$ cat config.mk
export PLATFORM = sky130hd
export DESIGN_NAME = pool_max_stream_flat
export DESIGN_NICKNAME = d
export VERILOG_FILES = /design/src/rtl/pool_max_stream_if.sv /design/src/rtl/pool_max_stream.sv /design/src/flat_wrapper.sv
export SDC_FILE = /design/constraint.sdc
export NUM_CORES = 1
export LEC_CHECK = 0
export ABC_AREA = 0
export ABC_CLOCK_PERIOD_IN_PS = 2400
export CAP_MARGIN = 20
export CORE_MARGIN = 2
export CORE_UTILIZATION = 56
export DETAILED_ROUTE_END_ITERATION = 10
export DONT_BUFFER_PORTS = 1
export GPL_TIMING_DRIVEN = 0
export PLACE_DENSITY = 0.74
export REMOVE_ABC_BUFFERS = 1
export SLEW_MARGIN = 10
export SYNTH_ARGS = -nofsm -noshare
export SYNTH_HDL_FRONTEND = slang
export SYNTH_SLANG_ARGS = --single-unit
$ cat constraint.sdc
create_clock -name clk -period 2.4 [get_ports clk]
set_input_delay 0.6 -clock clk [delete_from_list [all_inputs] [get_ports clk]]
set_output_delay 0.6 -clock clk [all_outputs]
set_load 0.1 [all_outputs]
$ cat src/rtl/pool_max_stream_if.sv
// Valid/ready stream bundle for pool_max_stream (input side and registered result side).
// out_idx exists only when POOL_ARGMAX_EN is defined.
interface pool_max_stream_if #(
   parameter int WIDTH = 9,
   parameter int LANES = 4,
   parameter int WIN   = 4
);
   localparam int IW = (WIN > 1) ? $clog2(WIN) : 1;

   logic                     in_valid;
   logic                     in_ready;
   logic [LANES*WIDTH-1:0]   in_data;
   logic                     out_valid;
   logic                     out_ready;
   logic [LANES*WIDTH-1:0]   out_data;
`ifdef POOL_ARGMAX_EN
   logic [LANES*IW-1:0]      out_idx;
`endif

   modport master (
      output in_valid, in_data, out_ready,
      input  in_ready, out_valid, out_data
`ifdef POOL_ARGMAX_EN
      , input out_idx
`endif
   );

   modport slave (
      input  in_valid, in_data, out_ready,
      output in_ready, out_valid, out_data
`ifdef POOL_ARGMAX_EN
      , output out_idx
`endif
   );
endinterface

$ cat src/rtl/pool_max_stream.sv
// Streaming multi-lane signed max-pooling over WIN samples per lane, one-deep registered output.
// Optional POOL_ARGMAX_EN adds per-lane argmax tracking and the out_idx result.
module pool_max_stream #(
   parameter int WIDTH = 9,
   parameter int LANES = 4,
   parameter int WIN   = 4
) (
   input  logic             clk,
   input  logic             rst_n,
   input  logic             flush,
   pool_max_stream_if.slave s_if
);
   localparam int            IW   = (WIN > 1) ? $clog2(WIN) : 1;
   localparam logic [IW-1:0] LAST = IW'(WIN - 1);

   logic [IW-1:0]           r_cnt;
   logic                    r_out_valid;
   logic signed [WIDTH-1:0] r_acc      [LANES];
   logic signed [WIDTH-1:0] r_out_data [LANES];
   logic signed [WIDTH-1:0] w_sample   [LANES];
   logic signed [WIDTH-1:0] w_max      [LANES];
   logic                    w_accept;
   logic                    w_take;
   logic                    w_first;
   logic                    w_close;

`ifdef POOL_ARGMAX_EN
   logic [IW-1:0] r_idx     [LANES];
   logic [IW-1:0] r_out_idx [LANES];
   logic [IW-1:0] w_max_idx [LANES];
`endif

   assign s_if.in_ready  = !r_out_valid || s_if.out_ready;
   assign s_if.out_valid = r_out_valid;
   assign w_accept       = s_if.in_valid && s_if.in_ready;
   // A sample accepted under flush is dropped, so it neither accumulates nor closes.
   assign w_take         = w_accept && !flush;
   assign w_first        = (r_cnt == '0);
   assign w_close        = w_take && (r_cnt == LAST);

   generate
      for (genvar gi = 0; gi < LANES; gi++) begin : g_lane
         logic w_gt;
         assign w_sample[gi] = s_if.in_data[gi*WIDTH +: WIDTH];
         // Strict signed compare keeps the earlier value on ties.
         assign w_gt         = w_sample[gi] > r_acc[gi];
         assign w_max[gi]    = (w_first || w_gt) ? w_sample[gi] : r_acc[gi];
         assign s_if.out_data[gi*WIDTH +: WIDTH] = r_out_data[gi];
`ifdef POOL_ARGMAX_EN
         assign w_max_idx[gi] = w_first ? '0 : (w_gt ? r_cnt : r_idx[gi]);
         assign s_if.out_idx[gi*IW +: IW] = r_out_idx[gi];
`endif
      end
   endgenerate

   always_ff @(posedge clk or negedge rst_n) begin
      if (!rst_n) begin
         r_cnt       <= '0;
         r_out_valid <= 1'b0;
      end else begin
         if (flush) begin
            r_cnt <= '0;
         end else if (w_accept) begin
            r_cnt <= (r_cnt == LAST) ? '0 : r_cnt + 1'b1;
         end
         // A window closing in the handshake cycle keeps the output valid with new data.
         if (w_close) begin
            r_out_valid <= 1'b1;
         end else if (r_out_valid && s_if.out_ready) begin
            r_out_valid <= 1'b0;
         end
      end
   end

   always_ff @(posedge clk or negedge rst_n) begin
      if (!rst_n) begin
         for (int i = 0; i < LANES; i++) begin
            r_acc[i]      <= '0;
            r_out_data[i] <= '0;
         end
      end else begin
         for (int i = 0; i < LANES; i++) begin
            if (w_take) begin
               r_acc[i] <= w_max[i];
            end
            if (w_close) begin
               r_out_data[i] <= w_max[i];
            end
         end
      end
   end

`ifdef POOL_ARGMAX_EN
   always_ff @(posedge clk or negedge rst_n) begin
      if (!rst_n) begin
         for (int i = 0; i < LANES; i++) begin
            r_idx[i]     <= '0;
            r_out_idx[i] <= '0;
         end
      end else begin
         for (int i = 0; i < LANES; i++) begin
            if (w_take) begin
               r_idx[i] <= w_max_idx[i];
            end
            if (w_close) begin
               r_out_idx[i] <= w_max_idx[i];
            end
         end
      end
   end
`endif
endmodule

$ cat src/flat_wrapper.sv
// flat-port wrapper written by rule: the top's interface ports become plain ports
module pool_max_stream_flat 
#(
   parameter int WIDTH = 9,
   parameter int LANES = 4,
   parameter int WIN   = 4
)
  (clk, rst_n, flush, s_if_in_valid, s_if_in_data, s_if_out_ready, s_if_in_ready, s_if_out_valid, s_if_out_data);
  pool_max_stream_if #(.WIDTH(WIDTH), .LANES(LANES), .WIN(WIN)) s_if_i ();
  input  logic clk;
  input  logic rst_n;
  input  logic flush;
  input wire logic [$bits(s_if_i.in_valid)-1:0] s_if_in_valid;
  input wire logic [$bits(s_if_i.in_data)-1:0] s_if_in_data;
  input wire logic [$bits(s_if_i.out_ready)-1:0] s_if_out_ready;
  output wire logic [$bits(s_if_i.in_ready)-1:0] s_if_in_ready;
  output wire logic [$bits(s_if_i.out_valid)-1:0] s_if_out_valid;
  output wire logic [$bits(s_if_i.out_data)-1:0] s_if_out_data;
  assign s_if_i.in_valid = s_if_in_valid;
  assign s_if_i.in_data = s_if_in_data;
  assign s_if_i.out_ready = s_if_out_ready;
  assign s_if_in_ready = s_if_i.in_ready;
  assign s_if_out_valid = s_if_i.out_valid;
  assign s_if_out_data = s_if_i.out_data;
  pool_max_stream #(.WIDTH(WIDTH), .LANES(LANES), .WIN(WIN)) u_core (.clk(clk), .rst_n(rst_n), .flush(flush), .s_if(s_if_i));
endmodule
### After elaboration in Yosys (flattened, before gate mapping)

Cells that the tools add are included.

* flip-flop bits (word level): 75
* input port bits: 41
* output and inout port bits: 38
* word-level logic and storage cells: 39

* add/sub/neg operators: 1
* order comparisons: 4
* eq/ne operators: 1
* multiplexer cells: 9
* reductions and logical operators: 14

Operator list (number)
* $gt A9 B9 Y1: 4
* $mux W9: 4
* $mux W2: 3
* $logic_or A1 B1 Y1: 5
* $logic_and A1 B1 Y1: 4
* $reduce_bool A2 Y1: 2
* $add A2 B1 Y2 const B: 1
* $eq A2 B2 Y1 const B: 1
* $logic_not A1 Y1: 2
* $logic_not A2 Y1: 1
* $mux W1: 2

### Depth between registers and ports, before layout

* depth after elaboration: 6
* gate-level depth with buffers: 10
* mapped depth without buffers: 8

### Least setup slack after synthesis

OpenSTA, ideal clock, no wires.

* path type: register to register
* from: register u_core.r_out_valid, in the netlist u_core.s_if.out_valid
* to: register u_core.r_out_data (netlist bit u_core.s_if.out_data[6])
* library setup time: 104 ps
* data arrival time: 3144 ps
* required time: 2296 ps
* setup slack: -848 ps
* cell stages (with the launch flop): 9
* path buffers: 2
* period minus slack after synthesis: 3248 ps
* path through: dfrtp_1 -> nand2b_1 -> nand2_1 -> nor2_2 -> and2_1 -> buf_2 -> clkbuf_1 -> nand3_1 -> o311ai_1

* word-level cells in the longest chain between the ends: 5

RTL lines
* from (decl): RTL line pool_max_stream.sv:17 `logic r_out_valid;`
* from (signal assigned): RTL line pool_max_stream.sv:59 `r_out_valid <= 1'b0;`
* from (signal assigned): RTL line pool_max_stream.sv:68 `r_out_valid <= 1'b1;`
* from (signal assigned): RTL line pool_max_stream.sv:70 `r_out_valid <= 1'b0;`
* $logic_not A1 Y1: RTL line pool_max_stream.sv:33 `assign s_if.in_ready = !r_out_valid || s_if.out_ready;`
* $logic_or A1 B1 Y1: RTL line pool_max_stream.sv:33
* via s_if_in_ready: RTL line flat_wrapper.sv:16 `output wire logic [$bits(s_if_i.in_ready)-1:0] s_if_in_ready;`
* $logic_and A1 B1 Y1: RTL line pool_max_stream.sv:35 `assign w_accept = s_if.in_valid && s_if.in_ready;`
* $logic_and A1 B1 Y1: RTL line pool_max_stream.sv:37 `assign w_take = w_accept && !flush;`
* $logic_and A1 B1 Y1: RTL line pool_max_stream.sv:39 `assign w_close = w_take && (r_cnt == LAST);`
* to (signal, indexed assignment): RTL line pool_max_stream.sv:87 `r_out_data[i] <= w_max[i];`
* to (decl): RTL line pool_max_stream.sv:19 `logic signed [WIDTH-1:0] r_out_data [LANES];`

The timed path passes the listed nets, and every way through them passes these cells.
A chain may end at the register's enable or synchronous reset.

### Final worst setup path

* from: register u_core.r_acc[26] in the netlist's numbering
* to: register u_core.r_acc[18] in the netlist's numbering

* word-level cells in the longest chain between the ends: 3

RTL lines
* from (decl): RTL line pool_max_stream.sv:18 `logic signed [WIDTH-1:0] r_acc [LANES];`
* from (signal, indexed assignment): RTL line pool_max_stream.sv:84 `r_acc[i] <= w_max[i];`
* $gt A9 B9 Y1: RTL line pool_max_stream.sv:46 `assign w_gt = w_sample[gi] > r_acc[gi];`
* $logic_or A1 B1 Y1: RTL line pool_max_stream.sv:47 `assign w_max[gi] = (w_first || w_gt) ? w_sample[gi] : r_acc[gi];`
* $mux W9: RTL line pool_max_stream.sv:47

Every way passes these cells.

==> results list <==
* Number of warnings reported in the yosys synthesis log: 0
- Critical path launch point: u_core.r_acc[26]
* Clock latency reported for the late side of the worst-skew pair: 0.35 ns
* Clock transition time at the flip-flop clock pins of the worst setup and hold paths: 0.09 ns
* Number of hold-slack violations in the final timing report: 0
- Final Slew Violations: 0
- Switching share of power: 45.49%
* Net switching power of the design: 0.002059 W
* Largest delay contributor family on the critical path: simple AND/OR/NAND/NOR gates
- The floorplan has 31 rows.
* Initial DRC count: 82
- Areal power density over the cells: 946.9 mW/mm^2
- Number of cells after detailed placement: 502
- Pint: 0.002467 W
- The mapped netlist covers 0.004213 sq mm.
- Leaving out filler cells and counting taps, the final layout contains 533.
- Measured along the y axis, the die boundary spans 90.74 microns.
- Number of nets at the end of the flow: 508
- Part of the Yosys area used for sequential elements: 44.55%
- At the worst endpoint, the required time is 2.63 ns.
- In the synthesized netlist the async set-or-reset flop fraction comes to 100.0%.
- In this run, synthesis inferred 0 flip-flops with an integrated enable.
- Buffer and inverter count on the worst path: 1
- The critical path goes through inv_1 > ha_1 > nand4_1 > nor3_2 > nor4_4 > o311a_4 > nor3_4 > mux2_1.
- Data arrival time of the critical path: 2.53 ns
- VDD sags by at most 0.5140 mV.
* Hold crit path type: in2async
- Area share of and/or/nand/nor cells after synthesis: 15.00%
- Summing the areas of all compound-gate instances in the mapped netlist gives 11.82% of the synthesized area.
- The initial utilization of the core area, before any placement, comes to 58.08%.
- FILL cells: 599
- The total area inside the core boundary comes to 0.007253 sq mm.
* Area of combinational cells with multiple inputs: 0.002263 sq mm
- Total detailed-routing wirelength: 9345 microns
- Synth area leader: sky130_fd_sc_hd__dfrtp_1
- Routability cong.: 0.7281
- The number of clock buffers added by TritonCTS is 9.
- Each instance of the synthesized netlist takes up on average 10.08 sq um.
- Hold timing on the final database bottoms out at a slack of 0.1207 ns.
- The tool flagged a number of max-cap violations equal to 0.
- Among all stages on the critical path, the largest delay is contributed by sky130_fd_sc_hd__o311a_4.
* Critical register-to-register path startpoint: u_core.r_acc[26]
* Multiplexer area fraction after synthesis: 11.23%
* Gate power share: 23.2%
- Total track usage: 23.18%
* Largest stage delay on the critical path: 0.39 ns
- Worst setup slack after placement: -1.241 ns
* Root buffer cell: sky130_fd_sc_hd__clkbuf_8
- Summed over its instances, the top area cell type makes up 44.55% of the synthesized netlist area.
* Bufs on Longest Clock Path: 2
* Fmax achieved: 434.7 MHz
* Register bit total from synthesis: 75
- Number of setup violations in the final report: 0
- Along the worst path, the maximum fanout reaches 4.
- Part of the cycle the worst path needs: 95.86%
- Width of the chip: 90.74 microns
* Half-perimeter wire length after detailed placement: 5795 microns
- The first global-routing pass estimated 15540 microns of wire.
- The synthesized netlist devotes 11.29% of its cell area to adder and majority cells.
- In this run the tightest slew margin relative to its limit is 38.45%.
- Setup repair after global routing missed its margin: true
* Area used by sequential logic in the layout: 0.001881 sq mm
- The initial antenna violation count was 0.
- Input and output buffers added on the ports amount to 0.
- WS Path Type: reg2reg
* Number of cells produced by synthesis: 418
- Time the final worst path needs with I/O delays and setup: 2.301 ns
- For this design the static power due to leakage is 2.257 nW.
* Slew @ Worst Pin: 0.9232 ns
- Via count of the first global-routing pass: 3298
* Router iterations before antenna repair: 6
- By area the synthesized netlist is led by sky130_fd_sc_hd__dfrtp_1 (45%), sky130_fd_sc_hd__ha_1 (11%), sky130_fd_sc_hd__mux2_4 (6.4%).
* Kind of end point of the critical path: flop
- Ant diodes: 0
- Clock network fraction of total power: 21.5%
- The clock arrives with 0.01168 ns of skew.
* Post-detailed-route wirelength per cell: 17.53 microns
* Detail-routed via count per cell: 6.077
- The detail route stage leaves a number of antenna-violating nets equal to 0.
- Yosys mapped the design onto 38 distinct sky130hd cell types.
- After global routing the overflow that remains totals 0.
* Area growth, synth to finish: 13.45%
- Pin count of the biggest net entering global routing: 76
* Count of vias placed by the detailed router: 3239
* Largest family of logic cells by synthesized area: simple AND/OR/NAND/NOR gates
- Clock tree sinks: 75
- Setup slack on the critical path of the routed design comes to 0.09940 ns.
- Dominant register cell in the synthesized netlist: sky130_fd_sc_hd__dfrtp_1
* XOR/XNOR Fraction of Synth Area: 0%
* Total Die Area: 0.008233 sq mm
* Startpoint type of the worst setup path: flop
* Sequential cell fraction of total power: 55.3%
* Num ports: 79
- The flow ran to the end, and the final reports show no timing, DRC or antenna violations.
- After detailed routing, the number of remaining DRC violations is 0.
* Number of H-tree levels: 3
- Fraction of final layout cells sized beyond drive strength 1: 17.51%
- Total power for the finished layout comes to 0.004526 W.
- TritonCTS built the clock tree.
==> area by class of cell <==
cell class	count	area share [%]
inverters	42	3.298
clock buffers	9	2.592
repair buffers	15	3.377
flip-flops and latches	75	39.35
multi-input cells	286	47.36
well taps	99	2.592
clock inverters	7	1.440
==> flip-flops by register name, indices dropped and copies added, names as in the netlist <==
name and flops:
u_core.r_acc 36, u_core.s_if.out_valid 1, u_core.r_cnt 2, u_core.s_if.out_data 36
==> what timing repair did <==
item                       in CTS  in global routing
cloned                          2                  1
pin swaps                       4                  3
resized for setup              13                 18
hold buffers                    1                  0
setup endpoints to repair      74                 61
setup buffers                   8                  3
hold endpoints to repair       75                  0
==> synthesized netlist by cell type (2+ instances only) <==
| cell type | instances |
|---|---|
| sky130_fd_sc_hd__and2_1 | 2 |
| sky130_fd_sc_hd__o21ai_1 | 20 |
| sky130_fd_sc_hd__nand3_1 | 39 |
| sky130_fd_sc_hd__a21oi_1 | 23 |
| sky130_fd_sc_hd__inv_1 | 42 |
| sky130_fd_sc_hd__nor3_1 | 3 |
| sky130_fd_sc_hd__nand2b_1 | 3 |
| sky130_fd_sc_hd__and3_1 | 2 |
| sky130_fd_sc_hd__nand3b_1 | 2 |
| sky130_fd_sc_hd__buf_6 | 4 |
| sky130_fd_sc_hd__nand2_1 | 38 |
| sky130_fd_sc_hd__a21o_1 | 3 |
| sky130_fd_sc_hd__nor2_1 | 19 |
| sky130_fd_sc_hd__dfrtp_1 | 75 |
| sky130_fd_sc_hd__ha_1 | 38 |
| sky130_fd_sc_hd__and4_1 | 2 |
| sky130_fd_sc_hd__nand4_1 | 7 |
| sky130_fd_sc_hd__mux2_4 | 18 |
| sky130_fd_sc_hd__mux2_1 | 2 |
| sky130_fd_sc_hd__mux2i_1 | 18 |
| sky130_fd_sc_hd__nor4_1 | 2 |
| sky130_fd_sc_hd__or2_1 | 2 |
| sky130_fd_sc_hd__buf_2 | 2 |
| sky130_fd_sc_hd__o21ai_0 | 10 |
| sky130_fd_sc_hd__clkbuf_1 | 12 |
| sky130_fd_sc_hd__o311ai_1 | 18 |
==> power by group through the flow <==
stage               combinational (W)  sequential, W  clock [W]
global route                  0.00120        0.00253    0.00104
floorplan                    0.000744        0.00248          0
CTS                          0.000979        0.00250   0.000986
finish                        0.00105        0.00250   0.000975
detailed placement           0.000904        0.00253          0
global placement             0.000861        0.00251          0
==> logic make-up (layout without fill, tap and decap cells) <==
group,count (synthesis),in the layout
AND/OR/NAND/NOR,128,130
multiplexers,38,38
adder cells (fa/ha/maj),38,38
buffers and inverters,60,73
AO/OA/AOI/OAI,79,80
flip-flops,75,75
==> metrics by stage <==
stage	area [sq um]	TNS [ns]	util [%]
detailed placement	4302	-63.80	59.31
finish	4780	0	65.90
global placement	4237	-135.18	58.41
floorplan	4113	-77.66	-
global route	4780	-0.001369	65.90
CTS	4642	0	64.00
==> worst register-to-register path, delay by kind of cell (launching register included) <==
kind,cells,cell delay [ns]
and+or+nand+nor,4,0.72
buffers and inverters,1,0.06
muxes,1,0.34
AOI/OAI and AO/OA,1,0.39
adders and majority gates,1,0.34
DFF,1,0.34
==> metal layers <==
layer  vias up  part of all wire (%)  GRT usage [%]  wire [microns]
met3        17                   6.3          6.177             586
met2        91                    50          39.55            4637
li1       1522                     -              -               -
met1      1609                    42          28.95            3970
met4         0                   1.6          6.667             150
met5         -                     0              0               0
==> worst paths after layout <==
kind,endpoint,slack [ns],depth (start not counted)
max in group asynchronous,u_core.s_if.out_valid,1.91,1
min reg2reg,u_core.r_acc[18],0.54,1
min in group clk,u_core.r_cnt[1],0.31,1
max,u_core.r_acc[18],0.1,8
max reg2reg,u_core.r_acc[18],0.1,8
min,u_core.s_if.out_data[2],0.12,1
==> layout by cell type (no fill, tap or decap), drive strengths merged, types with 2 or more instances in the layout <==
cell / instances
clkinvlp: 2
or2: 3
o311ai: 20
nor3: 5
nand4: 7
a21oi: 23
inv: 42
a21o: 3
nor2: 20
mux2i: 18
dfrtp: 75
clkbuf: 9
nand2: 38
o21ai: 30
mux2: 20
and2: 3
nand3: 39
and3: 2
nand3b: 2
and4: 2
nand2b: 3
clkinv: 4
buf: 15
nor4: 2
or3: 2
ha: 38
Note: power is estimated with default switching activity, not from simulation.
